===== src/rtl/uart_pkg.sv =====
// uart_pkg: shared FSM states, parity codes and bit-timing helper for the UART receiver
package uart_pkg;
  typedef enum logic [2:0] {S_IDLE, S_START, S_DATA, S_PARITY, S_STOP, S_BREAK} state_t;
  localparam int PARITY_NONE = 0;
  localparam int PARITY_ODD = 1;
  localparam int PARITY_EVEN = 2;
  function automatic int calc_bit_cnt(input int clk_freq, input int baud);
    return clk_freq / baud;
  endfunction
endpackage


===== src/rtl/uart_bit_sampler.sv =====
// uart_bit_sampler: line synchroniser, falling-edge detect and 3-tap majority around the bit centre
module uart_bit_sampler #(
  parameter int CW = 4,
  parameter int HALF = 5
) (
  input  logic          clk,
  input  logic          rst_n,
  input  logic          data_rx,
  input  logic [CW-1:0] cnt,
  output logic          rxs,
  output logic          fall,
  output logic          maj,
  output logic          at_sample
);
  logic s1, s3, m0, m1;
  always_ff @(posedge clk or negedge rst_n)
    if (!rst_n) {s1, rxs, s3, m0, m1} <= '1;
    else begin
      s1 <= data_rx;
      rxs <= s1;
      s3 <= rxs;
      if (cnt == CW'(HALF - 1)) m0 <= rxs;
      if (cnt == CW'(HALF)) m1 <= rxs;
    end
  assign fall = s3 & ~rxs;
  assign maj = (m0 & m1) | (m0 & rxs) | (m1 & rxs);
  assign at_sample = cnt == CW'(HALF + 1);
endmodule


===== src/rtl/uart_rx_param.sv =====
// uart_rx_param: parametrised UART receiver with glitch rejection, majority voting and frame/parity errors
module uart_rx_param
  import uart_pkg::*;
#(
  parameter int CLK_FREQ = 50_000_000,
  parameter int BAUD = 9600,
  parameter int DATA_BITS = 8,
  parameter int PARITY = 0,
  parameter int STOP_BITS = 1
) (
  input  logic                 clk,
  input  logic                 rst_n,
  input  logic                 data_rx,
  output logic [DATA_BITS-1:0] rx_data,
  output logic                 rx_int,
  output logic                 frame_err,
  output logic                 parity_err,
  output logic                 busy
);
  localparam int BIT_CNT = calc_bit_cnt(CLK_FREQ, BAUD);
  localparam int CW = $clog2(BIT_CNT);
  localparam int HALF = BIT_CNT / 2;
  state_t state, state_nx;
  logic [CW-1:0] cnt;
  logic [3:0] bit_idx;
  logic [DATA_BITS-1:0] shreg;
  logic rxs, fall, maj, at_sample, ferr_r, perr_r, done, par_exp;
  uart_bit_sampler #(.CW(CW), .HALF(HALF)) u_smp (
    .clk(clk), .rst_n(rst_n), .data_rx(data_rx), .cnt(cnt),
    .rxs(rxs), .fall(fall), .maj(maj), .at_sample(at_sample)
  );
  assign par_exp = (^shreg) ^ (PARITY == PARITY_ODD);
  always_comb begin
    state_nx = state;
    done = 1'b0;
    busy = state != S_IDLE;
    case (state)
      S_IDLE:   if (fall) state_nx = S_START;
      S_START:  if (at_sample) state_nx = maj ? S_IDLE : S_DATA;
      S_DATA:   if (at_sample && bit_idx == 4'(DATA_BITS - 1)) state_nx = PARITY != PARITY_NONE ? S_PARITY : S_STOP;
      S_PARITY: if (at_sample) state_nx = S_STOP;
      S_STOP:   if (at_sample && bit_idx == 4'(STOP_BITS - 1)) begin
        done = 1'b1;
        state_nx = ((ferr_r | ~maj) & ~rxs) ? S_BREAK : S_IDLE;
      end
      S_BREAK:  if (rxs) state_nx = S_IDLE;
      default:  state_nx = S_IDLE;
    endcase
  end
  always_ff @(posedge clk or negedge rst_n)
    if (!rst_n) state <= S_IDLE;
    else state <= state_nx;
  always_ff @(posedge clk or negedge rst_n)
    if (!rst_n) begin
      cnt <= '0;
      bit_idx <= '0;
      shreg <= '0;
      ferr_r <= 1'b0;
      perr_r <= 1'b0;
      rx_data <= '0;
      rx_int <= 1'b0;
      frame_err <= 1'b0;
      parity_err <= 1'b0;
    end else begin
      cnt <= (state == S_IDLE || state == S_BREAK || cnt == CW'(BIT_CNT - 1)) ? '0 : cnt + CW'(1);
      bit_idx <= state_nx != state ? '0 : bit_idx + 4'(at_sample);
      if (state == S_START) begin
        ferr_r <= 1'b0;
        perr_r <= 1'b0;
      end
      if (at_sample && state == S_DATA) shreg <= {maj, shreg[DATA_BITS-1:1]};
      if (at_sample && state == S_PARITY) perr_r <= maj != par_exp;
      if (at_sample && state == S_STOP && !maj) ferr_r <= 1'b1;
      rx_int <= done;
      if (done) begin
        rx_data <= shreg;
        frame_err <= ferr_r | ~maj;
        parity_err <= perr_r;
      end
    end
endmodule


===== config.mk =====
export PLATFORM = sky130hd
export DESIGN_NAME = uart_rx_param
export DESIGN_NICKNAME = d
export VERILOG_FILES = /design/src/rtl/uart_pkg.sv /design/src/rtl/uart_bit_sampler.sv /design/src/rtl/uart_rx_param.sv
export SDC_FILE = /design/constraint.sdc
export NUM_CORES = 1
export LEC_CHECK = 0
export CAP_MARGIN = 20
export CORE_MARGIN = 5
export CORE_UTILIZATION = 45
export DETAILED_ROUTE_END_ITERATION = 12
export GPL_TIMING_DRIVEN = 0
export HOLD_SLACK_MARGIN = 0.08
export PLACE_DENSITY_LB_ADDON = 0.08
export SYNTH_ARGS = -nofsm -noshare
export SYNTH_HDL_FRONTEND = slang
export SYNTH_SLANG_ARGS = --single-unit

===== constraint.sdc =====
create_clock -name clk -period 4.7 [get_ports clk]
set_input_delay 0.94 -clock clk [delete_from_list [all_inputs] [get_ports clk]]
set_output_delay 0.94 -clock clk [all_outputs]
set_load 0.05 [all_outputs]

==> impl_metrics.tcl, run 1 <==
set metrics [dict create \
    outcome "finished clean" \
    slowest_delay_ns 0.71 \
    drive_above_1_share_pct 21.2 \
    cts_tree "built" \
    tightest_slew_ns 0.491 \
    ir_worst_vdd_mv 0.185 \
    yosys_warnings 0 \
    synth_cell_types 49 \
    ys_seq_elements 46 \
    synth_cells 194 \
    synth_area_leader_cell "dfrtp_1" \
    cts-buffers-inserted 5 \
    dr.pass1.iters 4 \
    port-buffer-count 14 \
    drv_cap 0 \
    yosysSeqAreaShare_pct 50.8 \
    fin_nets 224 \
    syn_to_final_growth_pct 14.5 \
    async_reset_ff_share_pct 100 \
    critical_path_arrival_ns 2.03 \
    wire_per_inst_um 14.7 \
    core_um2 4820 \
    fmax_ghz 0.337 \
    io_pins 15 \
    grt_pass1_vias 1585 \
    cp_max_fo 9 \
    synth_flop_cell "dfrtp_1" \
    post_cts_resize_count 0 \
    fin_skew_ns 0.00485 \
    ant_nets 0 \
    cts_hold_buf 0 \
    synthTopCellsByArea "dfrtp_1, mux2_2, dfstp_2" \
    path_cells "clkbuf_1, or3_1, clkdlybuf4s50_1" \
    routabilityCongestion 0.903 \
    totalWireLength_um 4170 \
    drtIter0Drc 90 \
    syn-num-nets 202 \
    cts.path.max_buffers 2 \
    slew_headroom_pct 66.9 \
    finalSetupViolCount 0 \
    design_area_um2 2610 \
    cts_setup_buffers 0 \
    clk_latency_ns 0.29 \
    track_usage_pct 14.6 \
    initial_core_util_pct 47.3 \
    end_kind "output pin" \
    synth_top_area_share_pct 45.1 \
    route.vias.total 1566 \
    netlist_area_um2 2280 \
    die_x_um 81.1 \
    power_density_nw_per_um2 303 \
    htreeDepth 2 \
    grt_setup_unrepaired "no" \
    antenna_found_initial 0 \
    hp-class "reg2reg" \
    viasPerCell 5.51 \
    grt_pass1_wl_um 7510 \
    finalSetupTns_ns 0 \
    fillCellCount 448 \
    diodes 0 \
    die_area_um2 6580 \
    grt_max_degree 28 \
    finalHoldViolCount 0 \
    synth-edff-count 0 \
    fin_crit_sh_pct 63.2 \
    min_period_ns 2.97 \
    startpoint_type "register" \
    cts.sinks 46 \
    cp.required_ns 3.76 \
    chipHeight_um 81.1 \
    worst_path_max_delay_cell "clkdlybuf4s50_1" \
    place_area_um2 2520 \
    rows 25 \
    drc 0 \
    p_leak_nw 1.17 \
    critPathKind "reg2out" \
    gr-total-overflow 0 \
    path_clk_slew_ns 0.09 \
    synth.avg_cell_area_um2 11.7 \
    hpwl_um 3080 \
    drv_slew 0 \
    cts_root_buffer "clkbuf_8" \
]
-- metal layers --
metal  global-route usage [%]  vias to the layer above  share of wire (%)
met5                        0                        -                  0
met4                     5.07                        0                1.1
met3                     3.10                        5                4.3
met2                     22.2                       36                 46
met1                     20.8                      774                 48
li1                         -                      751                  -
-- area by class of cell --
class,count,area (um2),area share [%]
Sequential cell,46,1160,44.4
Multi-Input combinational cell,134,1050,40.2
Timing Repair Buffer,15,155,5.95
Tap cell,67,83.8,3.22
Clock buffer,5,68.8,2.64
Buffer,7,45.0,1.73
Inverter,7,26.3,1.01
Clock inverter,3,21.3,0.816
-- layout by cell type (no fill, tap or decap), drive strengths merged, types with 2 or more instances in the layout --
cell,instances
nor4,5
clkinv,2
nor2b,2
dfrtp,41
nand3,10
o21ai,6
and4b,3
nand2,6
nor4b,2
dfstp,5
nor3,5
inv,7
nand4,3
and4,2
mux2,20
a21oi,5
or3,3
ha,5
o2111ai,3
nor2,12
clkbuf,9
buf,5
o41ai,2
xor2,10
xnor2,8
nand2b,3
clkdlybuf4s50,13
-- flip-flops by register name (all words and copies together), names as in the netlist, 3 cells and up --
name,count
rx_data,8
shreg,8
cnt,13
state,3
bit_idx,4
-- path summary, 6_finish.rpt --
| path | start | endpoint | slack (ns) | depth (start not counted) |
|---|---|---|---|---|
| setup reg to reg | cnt[6]$_DFF_PN0_ | bit_idx[2]$_DFF_PN0_ | 1.93 | 10 |
| max in group asynchronous | rst_n | u_smp.m1$_DFFE_PN1N_ | 3.53 | 2 |
| setup / recovery | state[0]$_DFF_PN0_ | busy | 1.73 | 3 |
| hold / removal | u_smp.s1$_DFF_PN1_ | u_smp.rxs$_DFF_PN1_ | 0.36 | 0 |
| min in group asynchronous | rst_n | bit_idx[2]$_DFF_PN0_ | 0.59 | 1 |
| hold reg to reg | u_smp.s1$_DFF_PN1_ | u_smp.rxs$_DFF_PN1_ | 0.36 | 0 |
-- power by group --
group	total, mW	internal, mW	switching, mW
clock	0.240	0.105	0.136
sequential	0.449	0.420	0.0296
combinational	0.101	0.0400	0.0611
-- worst max-delay path, delay by kind of cell, from the launching register on --
| kind | cells | cell delay, ns |
|---|---|---|
| and+or+nand+nor | 1 | 0.44 |
| DFF | 1 | 0.36 |
| buffers and inverters | 2 | 0.92 |
-- cells by family after synthesis --
| kind of cell | Yosys count | synth area share [%] |
|---|---|---|
| AO/OA/AOI/OAI | 23 | 7.36 |
| adder cells (fa/ha/maj) | 6 | 3.19 |
| flip-flops | 46 | 50.8 |
| AND/OR/NAND/NOR | 66 | 17.7 |
| multiplexers | 20 | 9.89 |
| XOR/XNOR | 19 | 7.91 |
| buffers and inverters | 14 | 3.13 |
-- metrics by stage --
stage | total power [mW] | std cells | hold WS, ns | setup slack (ns) | util, %
6_report | 0.791 | 284 | 0.361 | 1.73 | 54.1
5_1_grt | 0.838 | 284 | 0.366 | 1.66 | 54.1
4_1_cts | 0.804 | 284 | 0.362 | 1.72 | 54.1
3_5_place_dp | 0.559 | 276 | 0.349 | 1.95 | 52.2
3_3_place_gp | 0.556 | 275 | 0.347 | 1.51 | 51.9
2_1_floorplan | 0.523 | 194 | 0.345 | 2.23 | -
-- cell usage after synthesis (3+ instances only) --
master     count
dfrtp_1       41
nand3_1       10
nor2_1        12
nand2_1        6
dfstp_2        5
nor3_1         5
inv_1          7
or3_1          3
xnor2_1        8
mux2_2        20
nand2b_1       3
o21ai_0        5
nor4_1         5
o2111ai_1      3
a21oi_1        5
xor2_1        10
nand4_1        3
clkbuf_1       4
ha_1           5
(Power assumes the default switching activity.)
==> run 2: changes to the inputs <==
==> constraint.sdc (replaced) <==
create_clock -name clk -period 2.6 [get_ports clk]
set_input_delay 0.52 -clock clk [delete_from_list [all_inputs] [get_ports clk]]
set_output_delay 0.52 -clock clk [all_outputs]
set_load 0.05 [all_outputs]
==> run 2 against run 1 <==
Routed wire length is 3.5% higher; largest power group unchanged; via count is 1.9% higher; highest routed layer unchanged; global-route usage is 0.50 points higher; clock skew is 0.0014 ns higher; final area is 2.0% higher; critical path depth is 5 higher; non-clock buffer count is 4 higher; register-to-register slack worse by 1.8 ns; die area stayed put; utilization is 1.1 points higher.
==> impl_metrics.tcl, run 2 (synthesized netlist as in run 1, its figures left out) <==
set metrics [dict create \
    fin_skew_ns 0.00626 \
    fin_ws_ns 0.108 \
    drv_cap 0 \
    path_clk_slew_ns 0.09 \
    cts-buffers-inserted 5 \
    gr-total-overflow 0 \
    p_leak_nw 1.18 \
    final-seq-area_um2 1160 \
    drive_above_1_share_pct 25.3 \
    drc 0 \
    antenna_found_initial 0 \
    ant_nets 0 \
    path_cells "or4b_4, or4_4, inv_2, ha_4, ha_2, xor2_1, o2111ai_1, nor4_2" \
    regMostFlops "cnt" \
    fin_util_pct 55.2 \
    outcome "finished clean" \
    grt_pass1_wl_um 7730 \
    slowest_delay_ns 0.56 \
    drtIter0Drc 77 \
    chipHeight_um 81.1 \
    min_period_ns 2.49 \
    finalHoldViolCount 0 \
    hp-class "in2async" \
    dr.pass1.iters 4 \
    finalSetupViolCount 0 \
    critical_path_arrival_ns 2.69 \
    cp.required_ns 2.80 \
    met3_usage_pct 3.10 \
    critPathKind "reg2reg" \
    tightest_slew_ns 0.503 \
    fin_crit_sh_pct 95.8 \
    syn_to_final_growth_pct 16.8 \
    cts_tree "built" \
    hpwl_um 3080 \
    fillCellCount 442 \
    design_area_um2 2660 \
    finalSetupTns_ns 0 \
    place_area_um2 2520 \
    grt_pass1_vias 1598 \
    fmax_ghz 0.401 \
    htreeDepth 2 \
    final_cell_mix "dfrtp_1, mux2_2, nor2_1, clkdlybuf4s50_1" \
    cts.path.max_buffers 2 \
    track_usage_pct 15.1 \
    clk_latency_ns 0.30 \
    worst_path_max_delay_cell "or4_4" \
    core_um2 4820 \
    grtUsageMet2_pct 23.0 \
    fin_nets 228 \
    totalWireLength_um 4320 \
    hold_ws_ns 0.170 \
    cp_max_fo 3 \
    initial_core_util_pct 47.3 \
    end_kind "register" \
    grt_setup_unrepaired "no" \
    cts_hold_buf 0 \
    power_density_nw_per_um2 544 \
    use_met1_pct 21.6 \
    routabilityCongestion 0.903 \
    route.vias.total 1595 \
    largest_reg_flops 13 \
    grt_max_degree 28 \
    biggestRegsByFlops "cnt (13), rx_data (8), shreg (8)" \
    multiInputGateArea_um2 1070 \
    viasPerCell 5.54 \
    worst-path-buf-inv 1 \
    crit_family "simple AND/OR/NAND/NOR gates" \
    cts.sinks 46 \
    wire_per_inst_um 15.0 \
    post-place-ws_ns -0.147 \
    startpoint_type "register" \
    die_x_um 81.1 \
    die_area_um2 6580 \
    slew_headroom_pct 66.4 \
    rows 25 \
    ir_worst_vdd_mv 0.323 \
    mostFrequentLayoutCell "dfrtp_1" \
    port-buffer-count 14 \
    cts_root_buffer "clkbuf_8" \
    diodes 0 \
    io_pins 15 \
    drv_slew 0 \
    grt-busiest-layer "met2" \
]
==> run 2: final timing paths <==
| path | endpoint | from | cells after the start | slack [ns] |
|---|---|---|---|---|
| setup reg to reg | bit_idx[2]$_DFF_PN0_ | cnt[4]$_DFF_PN0_ | 8 | 0.11 |
| hold reg to reg | u_smp.rxs$_DFF_PN1_ | u_smp.s1$_DFF_PN1_ | 0 | 0.36 |
| max in group asynchronous | u_smp.m1$_DFFE_PN1N_ | rst_n | 2 | 1.85 |
| min in group clk | u_smp.rxs$_DFF_PN1_ | u_smp.s1$_DFF_PN1_ | 0 | 0.36 |
| hold / removal | state[0]$_DFF_PN0_ | rst_n | 1 | 0.17 |
| setup / recovery | bit_idx[2]$_DFF_PN0_ | cnt[4]$_DFF_PN0_ | 8 | 0.11 |
==> run 2: power by group <==
part | total [mW] | switching, mW | internal [mW]
sequential | 0.810 | 0.0507 | 0.759
combinational | 0.201 | 0.120 | 0.0807
clock | 0.436 | 0.247 | 0.189
==> run 2: cell type report <==
type | instances | share of cell area [%]
Multi-Input combinational cell | 134 | 40.4
Sequential cell | 46 | 43.6
Timing Repair Buffer | 21 | 7.62
Buffer | 5 | 0.847
Tap cell | 67 | 3.15
Clock inverter | 3 | 0.800
Clock buffer | 5 | 2.59
Inverter | 7 | 0.988
==> run 2: per-layer routing <==
| layer | share of wire (%) | wire length [um] |
|---|---|---|
| met1 | 48 | 2090 |
| met2 | 47 | 2020 |
| met3 | 3.8 | 165 |
| met4 | 1.1 | 47 |
| met5 | 0 | 0 |
==> run 2: what timing repair did <==
item	in CTS	in global routing
endpoints found under the setup margin	1	2
resized for setup	5	3
pin swaps	3	1
buffers inserted	6	0
==> run 2: stage by stage <==
stage | instances | total power [mW]
after floorplan | 194 | 0.946
after global placement | 275 | 1.00
after detailed placement | 276 | 1.01
after CTS | 288 | 1.46
after global routing | 288 | 1.53
final | 288 | 1.45
==> run 3: changes to the inputs <==
==> constraint.sdc (replaced) <==
create_clock -name clk -period 3.25 [get_ports clk]
set_input_delay 0.65 -clock clk [delete_from_list [all_inputs] [get_ports clk]]
set_output_delay 0.65 -clock clk [all_outputs]
set_load 0.05 [all_outputs]
==> results of run 3 <==
Same layout as run 1 (identical final DEF). Status: finished clean.
Main changes from that run: setup slack after placement 1.95 ns -> 0.503 ns; setup slack after layout 1.73 ns -> 0.483 ns; hold slack 0.361 ns -> 0.300 ns; start point of the critical path state[0]$_DFF_PN0_ -> cnt[6]$_DFF_PN0_; end point of the critical path busy -> bit_idx[2]$_DFF_PN0_; register-to-register setup slack 1.93 ns -> 0.48 ns; total power 0.791 mW -> 1.14 mW; worst IR drop on VDD 0.185 mV -> 0.268 mV
